--- config.mk ---
export PLATFORM = sky130hd
export DESIGN_NAME = hwpe_stream_tcdm_reader_flat
export DESIGN_NICKNAME = d
export VERILOG_FILES = /design/src/rtl/hwpe_stream_tcdm_reader_pkg.sv /design/src/rtl/hwpe_stream_tcdm_reader_if.sv /design/src/rtl/hwpe_stream_tcdm_reader_fifo.sv /design/src/rtl/hwpe_stream_tcdm_reader.sv /design/src/flat_wrapper.sv
export SDC_FILE = /design/constraint.sdc
export NUM_CORES = 1
export LEC_CHECK = 0
export BUFFER_PORTS_ARGS = -buffer_cell sky130_fd_sc_hd__buf_2
export CORE_UTILIZATION = 40
export CTS_BUF_LIST = sky130_fd_sc_hd__clkbuf_4
export DETAILED_ROUTE_END_ITERATION = 10
export PLACE_DENSITY_LB_ADDON = 0.15
export SLEW_MARGIN = 15
export SYNTH_ARGS = -nofsm -noshare
export SYNTH_HDL_FRONTEND = slang
export SYNTH_SLANG_ARGS = --single-unit
--- constraint.sdc ---
create_clock -name clk_i -period 9.5 [get_ports clk_i]
set_input_delay 1.425 -clock clk_i [delete_from_list [all_inputs] [get_ports clk_i]]
set_output_delay 1.425 -clock clk_i [all_outputs]
set_load 0.01 [all_outputs]
--- src/rtl/hwpe_stream_tcdm_reader_pkg.sv ---
// Shared types and constants for the strided TCDM reader.
package hwpe_stream_tcdm_reader_pkg;

    typedef enum logic [1:0] {
        IDLE,
        REQ,
        DRAIN
    } tcdm_reader_state_t;

    localparam int unsigned WORD_W  = 32;
    localparam logic [3:0]  FULL_BE = 4'hF;

    // Width of a counter able to hold 0..depth inclusive.
    function automatic int unsigned occ_width(input int unsigned depth);
        return $clog2(depth) + 1;
    endfunction

endpackage

--- src/rtl/hwpe_stream_tcdm_reader_if.sv ---
// TCDM master bundle and HWPE stream bundle used by the reader.
interface hwpe_stream_tcdm_reader_tcdm_if;
    import hwpe_stream_tcdm_reader_pkg::*;

    logic              req;
    logic              gnt;
    logic [WORD_W-1:0] add;
    logic              wen;
    logic [3:0]        be;
    logic [WORD_W-1:0] data;
    logic [WORD_W-1:0] r_data;
    logic              r_valid;

    modport master (output req, add, wen, be, data, input gnt, r_data, r_valid);
    modport slave  (input req, add, wen, be, data, output gnt, r_data, r_valid);
endinterface

interface hwpe_stream_tcdm_reader_stream_if;
    import hwpe_stream_tcdm_reader_pkg::*;

    logic              valid;
    logic              ready;
    logic [WORD_W-1:0] data;
    logic [3:0]        strb;

    modport master (output valid, data, strb, input ready);
    modport slave  (input valid, data, strb, output ready);
endinterface

--- src/rtl/hwpe_stream_tcdm_reader_fifo.sv ---
// Response buffer: DEPTH x 32 synchronous FIFO with occupancy and flush.
module hwpe_stream_tcdm_reader_fifo
    import hwpe_stream_tcdm_reader_pkg::*;
#(
    parameter int unsigned DEPTH = 4
) (
    input  logic                     clk_i,
    input  logic                     rst_i,
    input  logic                     flush,
    input  logic                     push,
    input  logic [WORD_W-1:0]        wdata,
    input  logic                     pop,
    output logic [WORD_W-1:0]        rdata,
    output logic [$clog2(DEPTH):0]   count,
    output logic                     full,
    output logic                     empty
);
    localparam int unsigned PTR_W = $clog2(DEPTH);

    logic [WORD_W-1:0] mem [DEPTH];
    logic [PTR_W-1:0]  wr_ptr, rd_ptr;
    logic [PTR_W:0]    cnt;
    logic              do_push, do_pop;

    assign full    = (cnt == (PTR_W + 1)'(DEPTH));
    assign empty   = (cnt == '0);
    assign count   = cnt;
    assign rdata   = mem[rd_ptr];
    // A push at full is only accepted together with a pop.
    assign do_push = push && (!full || pop);
    assign do_pop  = pop && !empty;

    // Storage, pointers and occupancy; flush empties without touching storage.
    always_ff @(posedge clk_i or posedge rst_i) begin
        if (rst_i) begin
            wr_ptr <= '0;
            rd_ptr <= '0;
            cnt    <= '0;
            for (int unsigned i = 0; i < DEPTH; i++) begin
                mem[i] <= '0;
            end
        end else if (flush) begin
            wr_ptr <= '0;
            rd_ptr <= '0;
            cnt    <= '0;
        end else begin
            if (do_push) begin
                mem[wr_ptr] <= wdata;
                wr_ptr      <= wr_ptr + 1'b1;
            end
            if (do_pop) begin
                rd_ptr <= rd_ptr + 1'b1;
            end
            case ({do_push, do_pop})
                2'b10:   cnt <= cnt + 1'b1;
                2'b01:   cnt <= cnt - 1'b1;
                default: cnt <= cnt;
            endcase
        end
    end

    no_push_into_full: assert property (
        @(posedge clk_i) disable iff (rst_i) !(push && full && !pop && !flush)
    );

endmodule

--- src/rtl/hwpe_stream_tcdm_reader.sv ---
// Strided TCDM load unit returning read data as an in-order 32-bit stream.
module hwpe_stream_tcdm_reader
    import hwpe_stream_tcdm_reader_pkg::*;
#(
    parameter int unsigned FIFO_DEPTH = 4,
    parameter int unsigned CNT_WIDTH  = 16
) (
    input  logic                              clk_i,
    input  logic                              rst_i,
    input  logic                              clear_i,
    input  logic                              start_i,
    input  logic [WORD_W-1:0]                 base_addr_i,
    input  logic [WORD_W-1:0]                 stride_i,
    input  logic [CNT_WIDTH-1:0]              len_i,
    output logic                              busy_o,
    output logic                              done_o,
    hwpe_stream_tcdm_reader_tcdm_if.master    tcdm,
    hwpe_stream_tcdm_reader_stream_if.master  stream
);
    localparam int unsigned OCNT_W = occ_width(FIFO_DEPTH);
    localparam logic [OCNT_W:0] CREDITS = (OCNT_W + 1)'(FIFO_DEPTH);

    tcdm_reader_state_t   state_q, state_d;
    logic [WORD_W-1:0]    addr_q, stride_q;
    logic [CNT_WIDTH-1:0] len_q, issued_q;
    logic [OCNT_W-1:0]    outstanding_q, discard_q;
    logic                 zero_done_q;

    logic [OCNT_W-1:0]    fifo_count;
    logic                 fifo_full, fifo_empty;
    logic [OCNT_W:0]      credit_used;
    logic                 start_ok, launch, grant, beat_keep, beat_drop;
    logic                 last_grant, drain_done, pop;

    assign start_ok    = start_i && !clear_i && (state_q == IDLE) && (discard_q == '0);
    assign launch      = start_ok && (len_i != '0);
    assign credit_used = {1'b0, outstanding_q} + {1'b0, fifo_count};
    assign grant       = tcdm.req && tcdm.gnt;
    assign beat_drop   = tcdm.r_valid && (discard_q != '0);
    assign beat_keep   = tcdm.r_valid && (discard_q == '0);
    assign last_grant  = grant && (issued_q == len_q - CNT_WIDTH'(1));
    assign drain_done  = (outstanding_q == '0) && fifo_empty;
    assign pop         = stream.valid && stream.ready;

    // FSM state register.
    always_ff @(posedge clk_i or posedge rst_i) begin
        if (rst_i) state_q <= IDLE;
        else       state_q <= state_d;
    end

    // FSM next-state logic; clear returns to IDLE from anywhere.
    always_comb begin
        state_d = state_q;
        if (clear_i) begin
            state_d = IDLE;
        end else begin
            case (state_q)
                IDLE:    if (launch)     state_d = REQ;
                REQ:     if (last_grant) state_d = DRAIN;
                DRAIN:   if (drain_done) state_d = IDLE;
                default: state_d = IDLE;
            endcase
        end
    end

    // FSM outputs; request only while the buffer can absorb every reply in flight.
    always_comb begin
        tcdm.req = (state_q == REQ) && (credit_used < CREDITS);
        busy_o   = (state_q != IDLE);
        done_o   = zero_done_q || ((state_q == DRAIN) && drain_done);
    end

    // Transfer parameters, address accumulator and issued-word counter.
    always_ff @(posedge clk_i or posedge rst_i) begin
        if (rst_i) begin
            addr_q      <= '0;
            stride_q    <= '0;
            len_q       <= '0;
            issued_q    <= '0;
            zero_done_q <= 1'b0;
        end else begin
            zero_done_q <= start_ok && (len_i == '0);
            if (clear_i) begin
                issued_q <= '0;
            end else if (launch) begin
                addr_q   <= base_addr_i;
                stride_q <= stride_i;
                len_q    <= len_i;
                issued_q <= '0;
            end else if (grant) begin
                addr_q   <= addr_q + stride_q;
                issued_q <= issued_q + 1'b1;
            end
        end
    end

    // Reads in flight, and replies still owed to a cleared transfer.
    // A grant landing in the clear cycle is also owed a reply, so it joins the discard count.
    always_ff @(posedge clk_i or posedge rst_i) begin
        if (rst_i) begin
            outstanding_q <= '0;
            discard_q     <= '0;
        end else if (clear_i) begin
            outstanding_q <= '0;
            discard_q     <= outstanding_q + discard_q + OCNT_W'(grant) - OCNT_W'(tcdm.r_valid);
        end else begin
            outstanding_q <= outstanding_q + OCNT_W'(grant) - OCNT_W'(beat_keep);
            if (beat_drop) discard_q <= discard_q - 1'b1;
        end
    end

    hwpe_stream_tcdm_reader_fifo #(
        .DEPTH (FIFO_DEPTH)
    ) u_fifo (
        .clk_i (clk_i),
        .rst_i (rst_i),
        .flush (clear_i),
        .push  (beat_keep),
        .wdata (tcdm.r_data),
        .pop   (pop),
        .rdata (stream.data),
        .count (fifo_count),
        .full  (fifo_full),
        .empty (fifo_empty)
    );

    assign stream.valid = !fifo_empty;
    assign stream.strb  = FULL_BE;
    assign tcdm.add     = addr_q;
    assign tcdm.wen     = 1'b1;
    assign tcdm.be      = FULL_BE;
    assign tcdm.data    = '0;

endmodule

--- src/flat_wrapper.sv ---
// flat-port wrapper written by rule: the top's interface ports become plain ports
module hwpe_stream_tcdm_reader_flat import hwpe_stream_tcdm_reader_pkg::*;
#(
    parameter int unsigned FIFO_DEPTH = 4,
    parameter int unsigned CNT_WIDTH  = 16
)
  (clk_i, rst_i, clear_i, start_i, base_addr_i, stride_i, len_i, busy_o, done_o, tcdm_req, tcdm_add, tcdm_wen, tcdm_be, tcdm_data, tcdm_gnt, tcdm_r_data, tcdm_r_valid, stream_valid, stream_data, stream_strb, stream_ready);
  hwpe_stream_tcdm_reader_tcdm_if tcdm_i ();
  hwpe_stream_tcdm_reader_stream_if stream_i ();
  input  logic clk_i;
  input  logic rst_i;
  input  logic clear_i;
  input  logic start_i;
  input  logic [WORD_W-1:0] base_addr_i;
  input  logic [WORD_W-1:0] stride_i;
  input  logic [CNT_WIDTH-1:0] len_i;
  output logic busy_o;
  output logic done_o;
  output wire logic [$bits(tcdm_i.req)-1:0] tcdm_req;
  output wire logic [$bits(tcdm_i.add)-1:0] tcdm_add;
  output wire logic [$bits(tcdm_i.wen)-1:0] tcdm_wen;
  output wire logic [$bits(tcdm_i.be)-1:0] tcdm_be;
  output wire logic [$bits(tcdm_i.data)-1:0] tcdm_data;
  input wire logic [$bits(tcdm_i.gnt)-1:0] tcdm_gnt;
  input wire logic [$bits(tcdm_i.r_data)-1:0] tcdm_r_data;
  input wire logic [$bits(tcdm_i.r_valid)-1:0] tcdm_r_valid;
  output wire logic [$bits(stream_i.valid)-1:0] stream_valid;
  output wire logic [$bits(stream_i.data)-1:0] stream_data;
  output wire logic [$bits(stream_i.strb)-1:0] stream_strb;
  input wire logic [$bits(stream_i.ready)-1:0] stream_ready;
  assign tcdm_req = tcdm_i.req;
  assign tcdm_add = tcdm_i.add;
  assign tcdm_wen = tcdm_i.wen;
  assign tcdm_be = tcdm_i.be;
  assign tcdm_data = tcdm_i.data;
  assign tcdm_i.gnt = tcdm_gnt;
  assign tcdm_i.r_data = tcdm_r_data;
  assign tcdm_i.r_valid = tcdm_r_valid;
  assign stream_valid = stream_i.valid;
  assign stream_data = stream_i.data;
  assign stream_strb = stream_i.strb;
  assign stream_i.ready = stream_ready;
  hwpe_stream_tcdm_reader #(.FIFO_DEPTH(FIFO_DEPTH), .CNT_WIDTH(CNT_WIDTH)) u_core (.clk_i(clk_i), .rst_i(rst_i), .clear_i(clear_i), .start_i(start_i), .base_addr_i(base_addr_i), .stride_i(stride_i), .len_i(len_i), .busy_o(busy_o), .done_o(done_o), .tcdm(tcdm_i), .stream(stream_i));
endmodule
### Word-level counts from Yosys, hierarchy flattened

Index checks and enable logic that the tools add are counted.

| operators by class | value |
|---|---|
| $add $sub $neg | 14 |
| magnitude comparators | 4 |
| equality and inequality tests | 9 |
| mux-type cells | 25 |
| bitwise operators | 3 |
| reductions and logical operators | 39 |

Operators with widths:

| operator | count |
|---|---|
| 2-to-1 mux 32 bit | 5 |
| bitwise mux 128 bit | 1 |
| binary-select mux 32 bit (select 2 bit) | 1 |
| demux 32 bit (select 2 bit) | 1 |
| 2-to-1 mux 16 bit | 3 |
| adder 32 bit | 1 |
| adder 16 x 1 -> 16 bit (second input constant) | 1 |
| equality test 16 bit | 1 |
| logical AND 1 bit | 16 |
| logical NOT 16 bit | 1 |
| 2-to-1 mux 2 bit | 8 |
| nonzero test 16 bit | 1 |
| subtractor 16 x 1 -> 16 bit (second input constant) | 1 |
| 2-to-1 mux 3 bit | 4 |
| nonzero test 2 bit | 5 |
| logical NOT 3 bit | 3 |
| inequality test 3 x 2 -> 1 bit (second input constant) | 3 |
| nonzero test 3 bit | 3 |
| adder 3 x 1 -> 3 bit | 2 |
| >= comparator 3 bit (second input constant) | 2 |
| NOT 2 -> 3 bit | 2 |
| case mux 2 bit (3 select lines) | 1 |
| case mux 3 bit (2 select lines) | 1 |
| AND reduction 2 bit | 3 |
| other kinds (16) | 24 |

| storage, ports and cells | value |
|---|---|
| flip-flop bits (word level) | 240 |
| bits of input ports | 119 |
| output and inout port bits | 109 |
| logic and storage cells | 109 |

### Depth between registers and ports, before layout

| depth | value |
|---|---|
| word-level depth | 8 |
| depth in mapped cells | 12 |
| gate-level depth less buffers | 12 |

### Cells and area by module

From an unflattened synthesis, not the netlist that was laid out.

| unflattened totals | value |
|---|---|
| cell total of the unflattened synthesis | 1229 |
| area total of the unflattened synthesis | 13509.2 sq um |

Modules (own cells, without submodules):

| module | instances | cells each | area each (sq um) | seq. area each (sq um) |
|---|---|---|---|---|
| hwpe_stream_tcdm_reader | 1 | 856 | 7070.5 | 2627.5 |
| hwpe_stream_tcdm_reader_fifo | 1 | 373 | 6438.7 | 3378.2 |

### Least setup slack after synthesis

No wires, ideal clock.

| timing path | value |
|---|---|
| path type | register to output |
| from | reg u_core.u_fifo.rd_ptr[1] |
| to | out stream_data[10] |
| arrival time | 1.879 ns |
| required time | 8.075 ns |
| setup slack | 6.196 ns |
| cell stages (with the launch flop) | 5 |
| buffers on the path | 3 |
| path through | dfrtp_1 clkbuf_1 buf_1 clkbuf_1 mux4_2 |

| on the way | value |
|---|---|
| longest elaborated chain between the ends | 4 |

Ends and longest elaborated chain:

| what | RTL line | source |
|---|---|---|
| start: declaration | hwpe_stream_tcdm_reader_fifo.sv:21 | `logic [PTR_W-1:0] wr_ptr, rd_ptr;` |
| start signal: assignment | hwpe_stream_tcdm_reader_fifo.sv:52 | `rd_ptr <= rd_ptr + 1'b1;` |
| NOT 2 -> 3 bit (implied by the code) | hwpe_stream_tcdm_reader_fifo.sv:28 | `assign rdata = mem[rd_ptr];` |
| binary-select mux 32 bit (select 2 bit) | hwpe_stream_tcdm_reader_fifo.sv:28 |  |
| 2-to-1 mux 32 bit (implied by the code) (2 in a row) | hwpe_stream_tcdm_reader_fifo.sv:28 |  |
| end: declaration | flat_wrapper.sv:28 | `output wire logic [$bits(stream_i.data)-1:0] stream_data;` |

No other way between the ends. The select of a mux whose other input is x is not followed.

### Worst setup path after layout

| timing path | value |
|---|---|
| from | reg u_core.u_fifo.cnt[0] (netlist: u_core.u_fifo.count[0]) |
| to | out done_o |

| on the way | value |
|---|---|
| longest elaborated chain between the ends | 4 |

Ends and longest elaborated chain:

| what | RTL line | source |
|---|---|---|
| start: declaration | hwpe_stream_tcdm_reader_fifo.sv:22 | `logic [PTR_W:0] cnt;` |
| start signal: assignment | hwpe_stream_tcdm_reader_fifo.sv:55 | `2'b10: cnt <= cnt + 1'b1;` |
| start signal: assignment | hwpe_stream_tcdm_reader_fifo.sv:56 | `2'b01: cnt <= cnt - 1'b1;` |
| start signal: assignment | hwpe_stream_tcdm_reader_fifo.sv:57 | `default: cnt <= cnt;` |
| logical NOT 3 bit | hwpe_stream_tcdm_reader_fifo.sv:26 | `assign empty = (cnt == '0);` |
| logical AND 1 bit | hwpe_stream_tcdm_reader.sv:42 | `assign drain_done = (outstanding_q == '0) && fifo_empty;` |
| logical AND 1 bit | hwpe_stream_tcdm_reader.sv:70 | `done_o = zero_done_q \|\| ((state_q == DRAIN) && drain_done);` |
| logical OR 1 bit | hwpe_stream_tcdm_reader.sv:70 |  |
| end: declaration | flat_wrapper.sv:18 | `output logic done_o;` |

No other way between the ends.

==> results_dict.tcl <==
set metrics [dict create \
    synth.area.top_cells "dfrtp_1 47%, mux2_2 11%, nand2_1 5.8%" \
    ctsHoldBuffers 0 \
    vias_per_cell 5.045 \
    dieWidth_um 181.2 \
    cp-start-kind "flop" \
    synth_area_um2 12840 \
    fin_total_pwr_mw 4.538 \
    grt_max_degree 101 \
    cts_setup_buffers 0 \
    synthCells 1194 \
    coreArea_um2 31560 \
    max_cap_viol_count 0 \
    power_frac_clock 0.212 \
    finalHoldViolCount 0 \
    power_density_nw_per_um2 304.7 \
    cp.arrival_ps 2410 \
    io_pins 228 \
    tns_ps 0 \
    holdWs_ps 479.1 \
    final_nets 1574 \
    switching_share 0.3872 \
    cts_root_buf "clkbuf_4" \
    drive_gt1_frac 0.3301 \
    path_class "flop to primary output" \
    portBuffers 186 \
    clock_path_buffers 3 \
    p_int_mw 2.781 \
    die_area_um2 32830 \
    yosys_warnings 0 \
    vias 9388 \
    rsz0062_at_grt "no" \
    yosys.area.top_type_share 0.4676 \
    ant_nets 0 \
    period_share 0.4039 \
    busiest_layer "met2" \
    grt_use_met2 0.3043 \
    area_growth_pct 15.94 \
    post_drt_wl_per_cell_um 16.19 \
    grtUsageMet1 0.2610 \
    wl_um 30140 \
    synth_top_flop_cell "dfrtp_1" \
    hpwl_um 20200 \
    yosysSeqAreaShare 0.4676 \
    grt_use_total 0.1934 \
    fmax_mhz 260.6 \
    p_seq_frac 0.347 \
    cts_buffers 71 \
    drv_slew 0 \
    overflow 0 \
    num-fill-cells 3066 \
    worst_setup_path_end_kind "primary output" \
    fin_util 0.4719 \
    num_rows 65 \
    ys_types 64 \
    relSlewSlack 0.3820 \
    grt_pass1_wl_um 50710 \
    p_leak_nw 7.352 \
    worst_slew_pin_slew_ps 927.0 \
    ir_worst_vdd_mv 0.1381 \
    post_cts_resized 0 \
    met3_usage 0.04656 \
    die_h_um 181.2 \
    p_sw_mw 1.757 \
    hp-class "flop to flop" \
    route.detailed.drc 0 \
    finalCriticalPeriod_ps 3837 \
    worst_skew_pair.late_latency_ps 680 \
    initial_core_util 0.4071 \
    first_iter_violations 379 \
    cts_sinks 240 \
    yosys.area.top_type "dfrtp_1" \
    setup_violations 0 \
    synth_edf_count 0 \
    p_comb_frac 0.441 \
    finClkSkew_ps 40.89 \
    htree_levels 3 \
    grt_pass1_vias 9937 \
    cts_tree "yes" \
    crit_fanout 5 \
    antenna_found_initial 1 \
    required_ps 8080 \
    avgSynthCellArea_um2 10.76 \
    synth_seq_cells 240 \
    cts.clk_slew.worst_paths_ps 60 \
    place_congestion 0.7872 \
    status "finished clean" \
    drt_first_pass_iters 4 \
    synth_async_sr_flop_share 1.000 \
]
per-layer routing:
metal	up-vias	part of all wire
met5	-	0
met2	232	0.45
met1	4534	0.47
met3	58	0.054
li1	4564	-
met4	0	0.022
layout by cell type, fill, tap and decap left out, types with 34 or more instances in the layout:
master,count
o21ai_0,43
xor2_1,34
xnor2_1,36
nor2_1,67
nand2_1,198
ha_1,45
dfrtp_1,238
clkbuf_4,99
conb_1,41
buf_2,186
a21oi_1,52
mux2_2,128
Yosys cell counts (17+ instances only):
| cell type | number |
|---|---|
| a21oi_1 | 52 |
| buf_1 | 22 |
| buf_4 | 41 |
| clkbuf_1 | 34 |
| dfrtp_1 | 240 |
| ha_1 | 45 |
| inv_1 | 28 |
| mux2_2 | 128 |
| mux4_2 | 32 |
| nand2_1 | 198 |
| nand3_1 | 17 |
| nor2_1 | 67 |
| o21ai_0 | 43 |
| xnor2_1 | 36 |
| xor2_1 | 34 |
metrics by stage:
stage / cells / worst slack, ps / instance area [um2]
detailed placement: 1734 / 5441 / 14010
global placement: 1734 / 5510 / 14010
global route: 1861 / 5443 / 14890
finish: 1861 / 5663 / 14890
floorplan: 1233 / 1487 / 12990
CTS: 1859 / 5512 / 14890
worst paths after layout:
path / end / cells past startpoint / from / slack, ps
worst max-delay path: done_o / 4 / u_core.u_fifo.count[0] / 5660
worst min-delay path: u_core.discard_q[2] / 1 / u_core.discard_q[2] / 480
worst max register to register: u_core.tcdm.add[31] / 12 / u_core.discard_q[0] / 6300
worst min register to register: u_core.discard_q[2] / 1 / u_core.discard_q[2] / 480
max in group asynchronous: u_core.tcdm.add[2] / 3 / rst_i / 7200
min in group asynchronous: u_core.u_fifo.mem[90] / 2 / rst_i / 860
power by group through the flow:
stage | Sequential [mW] | Combinational [mW] | Clock (mW)
3_5_place_dp | 1.59 | 2.01 | 0
5_1_grt | 1.62 | 2.27 | 1.07
6_report | 1.57 | 2.00 | 0.962
3_3_place_gp | 1.58 | 2.00 | 0
2_1_floorplan | 1.54 | 1.50 | 0
4_1_cts | 1.57 | 2.03 | 1.01
sequential cells by signal (all words and copies together) (netlist names):
signal	cells
u_core.discard_q	3
u_core.issued_q	16
u_core.len_q	16
u_core.outstanding_q	3
u_core.state_q	2
u_core.stride_q	32
u_core.tcdm.add	32
u_core.u_fifo.count	3
u_core.u_fifo.mem	128
u_core.u_fifo.rd_ptr	2
u_core.u_fifo.wr_ptr	2
u_core.zero_done_q	1
layout make-up:
class / instances / area [um2] / area share
Sequential cell: 240 / 6008 / 0.4035
Clock buffer: 99 / 743.2 / 0.04991
Antenna cell: 2 / 5.005 / 0.0003361
Multi-Input combinational cell: 866 / 6362 / 0.4272
Timing Repair Buffer: 198 / 1021 / 0.06856
Inverter: 28 / 112.6 / 0.007562
Clock inverter: 26 / 136.4 / 0.009158
Tap cell: 402 / 503.0 / 0.03378
worst max-delay path: stages, from the launching register on:
cell and delay, ps:
dfrtp_1 450, or3_1 470, or4_1 480, o21bai_1 170, buf_2 170
cell families (layout without fill, tap and decap cells):
group / after synthesis / in the layout / synth area share
other cells: 2 / 43 / 0.0005847
xor+xnor: 70 / 70 / 0.04773
fa+ha+maj: 50 / 50 / 0.05163
flops: 240 / 240 / 0.4676
mux: 164 / 164 / 0.1714
simple gates: 369 / 369 / 0.1294
buf+inv: 127 / 351 / 0.04929
compound gates: 172 / 172 / 0.08241
Note: power is estimated with default switching activity, not from simulation.
